===== src/rtl/spi_clock_gen.sv =====
// SPI master serial-clock generator: paces sclk from a programmable divider and frames each transfer with go_busy/done.
// Optional build macro SPI_CLKGEN_CPOL_EN adds the cpol input and a programmable sclk idle level.
module spi_clock_gen #(
  parameter int DIV_W = 16
) (
  input  logic             clk,
  input  logic             reset,
  input  logic             go,
  input  logic [DIV_W-1:0] divider,
  input  logic [6:0]       char_len,
`ifdef SPI_CLKGEN_CPOL_EN
  input  logic             cpol,
`endif
  output logic             sclk,
  output logic             go_busy,
  output logic             pos_edge,
  output logic             neg_edge,
  output logic             done,
  output logic [1:0]       dbg_state
);

  // go is sampled only in IDLE; divider/char_len are captured there and held for the whole transfer.
  typedef enum logic [1:0] {
    IDLE = 2'd0,
    BUSY = 2'd1,
    DONE = 2'd2
  } state_e;

  state_e           state_q, state_d;
  logic [DIV_W-1:0] div_q, div_d;
  logic [DIV_W-1:0] cnt_q, cnt_d;
  logic [6:0]       len_q, len_d;
  logic [7:0]       edges_q, edges_d;
  logic             sclk_q, sclk_d;
  logic             busy_q, busy_d;
  logic             pos_q, pos_d;
  logic             neg_q, neg_d;
  logic             done_q, done_d;
  logic             idle_lvl;

`ifdef SPI_CLKGEN_CPOL_EN
  assign idle_lvl = cpol;
`else
  assign idle_lvl = 1'b0;
`endif

  always_ff @(posedge clk or negedge reset) begin
    if (!reset) begin
      state_q <= IDLE;
      div_q   <= '0;
      cnt_q   <= '0;
      len_q   <= '0;
      edges_q <= '0;
      sclk_q  <= 1'b0;
      busy_q  <= 1'b0;
      pos_q   <= 1'b0;
      neg_q   <= 1'b0;
      done_q  <= 1'b0;
    end else begin
      state_q <= state_d;
      div_q   <= div_d;
      cnt_q   <= cnt_d;
      len_q   <= len_d;
      edges_q <= edges_d;
      sclk_q  <= sclk_d;
      busy_q  <= busy_d;
      pos_q   <= pos_d;
      neg_q   <= neg_d;
      done_q  <= done_d;
    end
  end

  always_comb begin
    state_d = state_q;
    div_d   = div_q;
    cnt_d   = cnt_q;
    len_d   = len_q;
    edges_d = edges_q;
    sclk_d  = sclk_q;
    busy_d  = busy_q;
    pos_d   = 1'b0;
    neg_d   = 1'b0;
    done_d  = 1'b0;
    case (state_q)
      IDLE: begin
        sclk_d = idle_lvl;
        busy_d = 1'b0;
        if (go) begin
          div_d   = divider;
          len_d   = char_len;
          cnt_d   = div_d;
          // 2*N in 8 bits: a length of 128 (encoded 0) loads 0 and wraps
          // through 255 on its first edge, giving exactly 256 edges.
          edges_d = {len_d, 1'b0};
          busy_d  = 1'b1;
          state_d = BUSY;
        end
      end
      BUSY: begin
        if (cnt_q != '0) begin
          cnt_d = cnt_q - DIV_W'(1);
        end else begin
          sclk_d  = ~sclk_q;
          pos_d   = ~sclk_q;
          neg_d   = sclk_q;
          cnt_d   = div_q;
          edges_d = edges_q - 8'd1;
          if (edges_q == 8'd1) begin
            busy_d  = 1'b0;
            done_d  = 1'b1;
            state_d = DONE;
          end
        end
      end
      DONE: begin
        busy_d  = 1'b0;
        state_d = IDLE;
      end
      default: begin
        busy_d  = 1'b0;
        state_d = IDLE;
      end
    endcase
  end

  assign sclk      = sclk_q;
  assign go_busy   = busy_q;
  assign pos_edge  = pos_q;
  assign neg_edge  = neg_q;
  assign done      = done_q;
  assign dbg_state = state_q;

endmodule


===== config.mk =====
export PLATFORM = sky130hd
export DESIGN_NAME = spi_clock_gen
export DESIGN_NICKNAME = d
export VERILOG_FILES = /design/src/rtl/spi_clock_gen.sv
export SDC_FILE = /design/constraint.sdc
export NUM_CORES = 1
export LEC_CHECK = 0
export CAP_MARGIN = 20
export CORE_MARGIN = 2
export CORE_UTILIZATION = 49
export CTS_CLUSTER_DIAMETER = 120
export CTS_CLUSTER_SIZE = 16
export DETAILED_ROUTE_END_ITERATION = 10
export GPL_ROUTABILITY_DRIVEN = 1
export GPL_TIMING_DRIVEN = 0
export PLACE_DENSITY = 0.72
export SYNTH_ARGS = -nofsm -noshare
export SYNTH_HDL_FRONTEND = slang
export SYNTH_SLANG_ARGS = --single-unit

===== constraint.sdc =====
create_clock -name clk -period 2.8 [get_ports clk]
set_clock_uncertainty 0.2 [all_clocks]
set_input_delay 0.42 -clock clk [delete_from_list [all_inputs] [get_ports clk]]
set_output_delay 0.42 -clock clk [all_outputs]
set_load 0.005 [all_outputs]

Word-level counts from Yosys, hierarchy flattened. Index checks and enable logic that the tools add are counted.

Equal/unequal tests: 5. Bitwise operators: 1. Add/subtract/negate cells: 2. Muxes and demuxes: 23. Reduce and logical (&&, ||, !) cells: 9.

Operator list (number): $mux W16 (2); $pmux W16 S2 (1); $mux W8 (2); $pmux W8 S2 (1); $reduce_bool A16 Y1 (1); $sub A16 B1 Y16 const B (1); $mux W1 (11); $eq A8 B1 Y1 const B (1); $reduce_and A2 Y1 (4); $sub A8 B1 Y8 const B (1); $mux W2 (3); $ne A2 B2 Y1 const B (3); $reduce_and A3 Y1 (2); $pmux W1 S2 (2); $pmux W2 S2 (1); $eq A2 B1 Y1 const B (1); $logic_not A2 Y1 (1); $reduce_bool A2 Y1 (1); $not A1 Y1 (1).

Input bits: 26. Flip-flop bits (word level): 47. Output and inout bits: 7.

Longest topological paths before layout. Gate-level depths: netlist (run 1).

Depth after elaboration: 4. Gate-level depth with buffers: 8.

Worst setup path after synthesis (run 1). Ideal clock, no wire load.

Path kind: register to register. Start: register cnt_q[3]. End: register cnt_q[9]. Arrival time: 1.819 ns. Required time: 2.467 ns. Stages on the path, launching flop included: 6. Period minus slack after synthesis: 2.152 ns. Buffers on the path: 1. Setup slack: 0.648 ns. Cell sequence: dfrtp_1 -> buf_6 -> or4_4 -> or4_1 -> a221oi_2 -> o211ai_1.

Cells in the longest elaborated chain, start to end: 3. Elaborated cells between the ends (all ways): 4.

RTL lines: start: declaration (line 31) `logic [DIV_W-1:0] cnt_q, cnt_d;`; start signal: assignment (line 62) `cnt_q <= cnt_d;`; $sub A16 B1 Y16 / $reduce_bool A16 Y1 (equally long branches) (line 101, 100); $mux W16 * (line 100) `if (cnt_q != '0) begin`; $pmux W16 S2 * (line 84) `case (state_q)`.

Every way passes the cells marked *; elsewhere a longest branch is shown, timed or not. A chain may end at the register's enable or synchronous reset.

Final worst setup path (run 1).
Start: register cnt_q[3]. End: register cnt_q[10].

The elaborated chain is that of the path after synthesis.

==> impl_metrics.env, run 1 <==
export IMPL_crit_path_start_kind="flip-flop"
export IMPL_multi_input_area_sq_mm=0.00129
export IMPL_routed_wirelength_microns=6340
export IMPL_synth_top_cell_by_area="dfrtp_1"
export IMPL_fmax_mhz=397
export IMPL_dr_pass1_iters=4
export IMPL_start_util_pct=50.6
export IMPL_yosysMostFrequentCell="nand2_1"
export IMPL_dpl_hpwl_microns=4510
export IMPL_place_area_sq_mm=0.00299
export IMPL_post_cts_resized=0
export IMPL_synth_xor_xnor_area_share_pct=2.39
export IMPL_syn_cell_area_sq_mm=0.00257
export IMPL_core_area_sq_mm=0.00507
export IMPL_die_area_sq_mm=0.00583
export IMPL_hold_path_depth=2
export IMPL_crit_required_ns=2.78
export IMPL_p_sw_uw=640
export IMPL_worst_pin_slew_ns=0.671
export IMPL_ys_seq_area_share_pct=45.8
export IMPL_ys_seq_elements=47
export IMPL_die_h_microns=76.4
export IMPL_drive_gt1_share_pct=7.51
export IMPL_synthAdderAreaFrac_pct=1.95
export IMPL_r2r_start="cnt_q[3]"
export IMPL_hp_start="div_q[7]"
export IMPL_cts_sinks=47
export IMPL_ys_top_cells_by_area="dfrtp_1 (46%), nand2_1 (9.6%), o21ai_0 (4.1%)"
export IMPL_rrSetupSlack_ns=0.28
export IMPL_slew_headroom_pct=54.9
export IMPL_grt_pass1_vias=2277
export IMPL_fin_crit_sh_pct=90.0
export IMPL_cts_tree="built"
export IMPL_ir_drop_mv=0.386
export IMPL_path_clk_slew_ns=0.09
export IMPL_worstHoldEndpoint="div_q[7]"
export IMPL_syn_area_per_cell_sq_um=8.82
export IMPL_cts_buffer_depth=2
export IMPL_period_needed_ns=2.52
export IMPL_seqPwrFrac_pct=52.3
export IMPL_drt_initial_drc_count=172
export IMPL_drt_wirelength_per_cell_microns=15.7
export IMPL_gp_congestion=0.877
export IMPL_worstSkewPairLatency_ns=0.30
export IMPL_ys_warn_count=0
export IMPL_grt_pass1_wl_microns=10900
export IMPL_cts_htree_levels=2
export IMPL_ant_nets=0
export IMPL_diodes=0
export IMPL_io_pins=33
export IMPL_power_density_mw_per_mm2=613
export IMPL_cp_max_fo=10
export IMPL_overflow=0
export IMPL_synth_compound_area_share_pct=17.8
export IMPL_p_comb_share_pct=26.7
export IMPL_ys_async_sr_fraction_pct=100
export IMPL_crit_buf_inv=3
export IMPL_finalHoldViolations=0
export IMPL_synth_distinct_cells=54
export IMPL_synth_fp_nets=321
export IMPL_synthTopCellsByCount="nand2_1 (66), dfrtp_1 (47), nor2_1 (25)"
export IMPL_port_buffers=32
export IMPL_synthMuxAreaShare_pct=1.66
export IMPL_cts_made_buffers=5
export IMPL_r2r_end="cnt_q[10]"
export IMPL_routed_via_density=5.74
export IMPL_critical_path_class="flip-flop to flip-flop"
export IMPL_synth_top_area_share_pct=45.8
export IMPL_fin_nets=362
export IMPL_p_clk_share_pct=21.0
export IMPL_fin_area_sq_mm=0.00308
export IMPL_tns_ns=0
export IMPL_cpLargestDelayFamily="simple AND/OR/NAND/NOR gates"
export IMPL_cp_cell_sequence="buf_6 > nor4_4 > and2_1 > buf_2 > nand3_2 > clkbuf_1 > o21ai_0 > o211ai_1"
export IMPL_nFillCells=465
export IMPL_endpoint_kind="flip-flop"
export IMPL_p_int_uw=1250
export IMPL_final_util_pct=60.7
export IMPL_num_vias=2315
export IMPL_drv_cap=0
export IMPL_grt_total_usage_pct=23.3
export IMPL_synth_flop_cell="dfrtp_1"
export IMPL_synth_edf_count=0
export IMPL_slew_violations=0
export IMPL_dieWidth_microns=76.4
export IMPL_worst_r2r_path_depth=8
export IMPL_cts_root_buf="clkbuf_8"
export IMPL_switching_share_pct=33.9
export IMPL_synth_top_family_by_area="simple AND/OR/NAND/NOR gates"
export IMPL_setup_viol=0
export IMPL_row_count=26
export IMPL_synth_simple_area_share_pct=26.6
export IMPL_rsz0062_at_grt="false"
export IMPL_seq_area_sq_mm=0.00118
export IMPL_crit_slowest_cell="dfrtp_1"
export IMPL_grt_max_degree=25
export IMPL_area_delta_synth_final_pct=20.0
export IMPL_outcome="finished, final reports clean"
export IMPL_p_leak_uw=0.00132
export IMPL_critical_path_max_stage_delay_ns=0.38
export IMPL_syn_inst=291
export IMPL_antenna_found_initial=0
export IMPL_cp_arrival_ns=2.50
export IMPL_route_detailed_drc=0
export IMPL_min_delay_path_class="flip-flop to flip-flop"
## worst min-delay path, stage by stage (launching register included)
cell	delay [ns]
dfrtp_1	0.34
nand2_1	0.05
nand2_1	0.05
## registers in the layout (all words and copies together), names as in the netlist
signal	count
go_busy	1
neg_edge	1
cnt_q	16
sclk	1
done	1
div_q	16
edges_q	8
dbg_state	2
pos_edge	1
## repair_timing
action                    in CTS  in global routing
hold buffers                   1                  0
setup buffers                  0                  0
hold endpoints to repair      23                  0
## per-stage QoR
step           hold WS (ns)  total power (uW)  instances  setup WS (ns)
2_1_floorplan       -0.0756              1330        291          0.648
5_1_grt               0.297              2010        403          0.150
6_report              0.274              1890        403          0.281
3_3_place_gp          0.252              1470        393         -0.269
3_5_place_dp          0.246              1500        394         0.0793
4_1_cts               0.280              1890        403          0.310
## power by group through the flow
stage	combinational (uW)	sequential, uW	clock [uW]
5_1_grt	579	1010	427
2_1_floorplan	376	957	0
3_3_place_gp	483	989	0
6_report	505	988	396
3_5_place_dp	502	994	0
4_1_cts	506	983	402
## cells in the final DEF (no fill, tap or decap), drive strengths merged, types with 4 or more instances in the layout
cell type      netlist  final
inv                  6      6
nand2b               4      4
o22ai                4      4
a21oi               12     12
nand3                7      7
clkdlybuf4s50        0     31
nor3                 6      6
nor2                26     26
ha                   4      4
xor2                 4      4
nand2               67     67
nor4                 5      5
o21ai               21     21
o211ai               6      6
buf                  4      6
dfrtp               47     47
o31ai                4      4
or4                  4      4
clkbuf              12     19
## how the worst max path moves through the flow
stage,start,endpoint,slack [ns],cells after the start
2_1_floorplan,cnt_q[3],cnt_q[9],0.65,5
3_3_place_gp,reset,edges_q[1],-0.27,1
3_5_place_dp,go,cnt_q[10],0.08,7
4_1_cts,cnt_q[10],edges_q[0],0.31,6
5_1_grt,cnt_q[3],cnt_q[6],0.15,8
6_report,cnt_q[3],cnt_q[10],0.28,8
## layout make-up
cell class              count  area share (%)
inverters                   6           0.731
repair buffers             34            11.2
well taps                  70            2.84
clock inverters             1           0.162
clock buffers               7            2.48
flip-flops and latches     47            38.2
plain buffers              16            2.40
multi-input cells         222            42.0
## metal layers
layer	vias up	global-route usage, %	share of wire (%)
li1	1127	-	-
met1	1121	32.5	47
met2	60	38.2	47
met3	7	4.27	4.9
met4	0	4.91	0.73
met5	-	0	0
## kinds of logic (layout without fill, tap and decap cells)
group,after synthesis,in the layout
and+or+nand+nor,138,138
xor gates and xnor gates,7,7
muxes,4,4
DFF,47,47
buffers and inverters,22,64
AOI/OAI and AO/OA,69,69
adders and majority gates,4,4
Power figures use the tool's default switching activity.
==> inputs of run 2 (changes only) <==
--- a/config.mk
+++ b/config.mk
@@ -8,8 +8,9 @@
 export CAP_MARGIN = 20
 export CORE_MARGIN = 2
 export CORE_UTILIZATION = 49
-export CTS_CLUSTER_DIAMETER = 120
-export CTS_CLUSTER_SIZE = 16
+export CTS_BUF_LIST = sky130_fd_sc_hd__clkbuf_4
+export CTS_CLUSTER_DIAMETER = 50
+export CTS_CLUSTER_SIZE = 28
 export DETAILED_ROUTE_END_ITERATION = 10
 export GPL_ROUTABILITY_DRIVEN = 1
 export GPL_TIMING_DRIVEN = 0
==> run 2 against run 1 <==
Effect of this change:
- critical path depth stayed put
- count of clock-buffer cells in the layout did not move
- die area unchanged
- first-iteration DRC count up 22%
- flip-flop and latch count unchanged
- via count is 1.6% lower
- largest cell class unchanged
==> impl_metrics.env, run 2 (synthesis results as in run 1) <==
export IMPL_diodes=0
export IMPL_crit_slowest_cell="dfrtp_1"
export IMPL_cts_hold_buf=1
export IMPL_cpLargestDelayFamily="simple AND/OR/NAND/NOR gates"
export IMPL_routed_wirelength_microns=6300
export IMPL_seqPwrFrac_pct=54.3
export IMPL_outcome="finished, final reports clean"
export IMPL_grt_total_usage_pct=23.4
export IMPL_critical_path_class="flip-flop to flip-flop"
export IMPL_rrSetupSlack_ns=0.26
export IMPL_worstSkewPairLatency_ns=0.37
export IMPL_path_clk_slew_ns=0.13
export IMPL_endpoint_kind="flip-flop"
export IMPL_core_area_sq_mm=0.00507
export IMPL_critical_path_max_stage_delay_ns=0.40
export IMPL_switching_share_pct=34.3
export IMPL_fin_crit_sh_pct=90.7
export IMPL_crit_path_start_kind="flip-flop"
export IMPL_grt_max_degree=25
export IMPL_route_detailed_drc=0
export IMPL_power_density_mw_per_mm2=593
export IMPL_min_delay_path_class="flip-flop to flip-flop"
export IMPL_p_sw_uw=623
export IMPL_rsz0062_at_grt="false"
export IMPL_cp_max_fo=10
export IMPL_die_h_microns=76.4
export IMPL_drt_initial_drc_count=210
export IMPL_drt_wirelength_per_cell_microns=15.6
export IMPL_dieWidth_microns=76.4
export IMPL_nFillCells=471
export IMPL_crit_required_ns=2.86
export IMPL_cts_htree_levels=2
export IMPL_routed_via_density=5.65
export IMPL_overflow=0
export IMPL_dr_pass1_iters=4
export IMPL_gp_congestion=0.877
export IMPL_cts_made_buffers=5
export IMPL_worst_slack_ns=0.260
export IMPL_top_layer="met4"
export IMPL_antenna_found_initial=0
export IMPL_cp_arrival_ns=2.60
export IMPL_final_cell_mix="nand2_1 (66), dfrtp_1 (47), clkdlybuf4s50_1 (31)"
export IMPL_cts_tree="built"
export IMPL_setup_viol=0
export IMPL_ant_nets=0
export IMPL_worst_pin_slew_ns=0.682
export IMPL_fin_nets=362
export IMPL_port_buffers=32
export IMPL_post_cts_resized=0
export IMPL_post_cts_buffers=0
export IMPL_slew_violations=0
export IMPL_dr_wl_met2_microns=2970
export IMPL_io_pins=33
export IMPL_p_int_uw=1190
export IMPL_largest_registers="cnt_q (16), div_q (16), edges_q (8)"
export IMPL_row_count=26
export IMPL_p_clk_share_pct=17.9
export IMPL_drive_gt1_share_pct=8.11
export IMPL_fmax_mhz=394
export IMPL_wl_met3_microns=384
export IMPL_final_common_cell="nand2_1"
export IMPL_fin_area_sq_mm=0.00306
export IMPL_crit_buf_inv=3
export IMPL_area_delta_synth_final_pct=19.1
export IMPL_ir_drop_mv=0.369
export IMPL_period_needed_ns=2.54
export IMPL_die_area_sq_mm=0.00583
export IMPL_place_area_sq_mm=0.00299
export IMPL_cts_buffer_depth=2
export IMPL_grt_pass1_vias=2271
export IMPL_cp_cell_sequence="buf_6 > nor4_4 > and2_1 > buf_2 > nand3_2 > clkbuf_1 > o21ai_0 > o211ai_1"
export IMPL_finalHoldViolations=0
export IMPL_met1_length_microns=2860
export IMPL_cts_root_buf="clkbuf_4"
export IMPL_slew_headroom_pct=54.4
export IMPL_num_vias=2278
export IMPL_dp_slack_ns=0.0793
export IMPL_dpl_hpwl_microns=4510
export IMPL_grt_pass1_wl_microns=10900
export IMPL_p_comb_share_pct=27.8
export IMPL_drv_cap=0
export IMPL_cts_sinks=47
export IMPL_start_util_pct=50.6
export IMPL_p_leak_uw=0.00132
-- run 2: cell counts in the layout (fill, tap and decap cells not counted) --
No cell type changed its count.
-- run 2: power groups by stage --
stage	sequential [uW]	clock (uW)	combinational [uW]
after global placement	989	0	483
after detailed placement	994	0	502
after CTS	982	339	506
final	984	325	504
after global routing	1010	363	579
after floorplan	957	0	376
-- run 2: layout make-up --
class / instances / area, sq um / area share (%)
Tap cell: 70 / 87.6 / 2.86
Sequential cell: 47 / 1180 / 38.5
Buffer: 16 / 73.8 / 2.41
Inverter: 6 / 22.5 / 0.736
Timing Repair Buffer: 34 / 345 / 11.3
Multi-Input combinational cell: 222 / 1290 / 42.3
Clock inverter: 1 / 5.00 / 0.164
Clock buffer: 7 / 52.6 / 1.72
-- run 2: path summary, 6_finish.rpt --
kind                              end  startpoint  cells after the start
setup / recovery            cnt_q[10]    cnt_q[3]                      8
setup reg to reg            cnt_q[10]    cnt_q[3]                      8
max in group asynchronous  edges_q[7]       reset                      3
min in group asynchronous     go_busy       reset                      2
hold / removal               div_q[7]    div_q[7]                      2
hold reg to reg              div_q[7]    div_q[7]                      2
-- run 2: worst reg2reg max path, stage by stage (launching register included) --
cell and delay (ns):
dfrtp_1 0.40, buf_6 0.14, nor4_4 0.38, and2_1 0.18
buf_2 0.18, nand3_2 0.22, clkbuf_1 0.35, o21ai_0 0.28
o211ai_1 0.12
-- run 2: per-stage QoR --
step / TNS [ns] / hold slack [ns] / total power, uW / utilization, % / std cells
final: 0 / 0.284 / 1810 / 60.3 / 403
after global routing: 0 / 0.309 / 1950 / 60.3 / 403
after CTS: 0 / 0.291 / 1830 / 60.3 / 403
after detailed placement: 0 / 0.246 / 1500 / 58.9 / 394
after global placement: -12.50 / 0.252 / 1470 / 58.6 / 393
after floorplan: 0 / -0.0756 / 1330 / - / 291
-- run 2: routing by layer --
| metal | GRT usage, % | vias to the layer above |
|---|---|---|
| met1 | 32.5 | 1092 |
| met4 | 6.55 | 0 |
| met5 | 0 | - |
| li1 | - | 1120 |
| met3 | 3.91 | 8 |
| met2 | 38.2 | 58 |
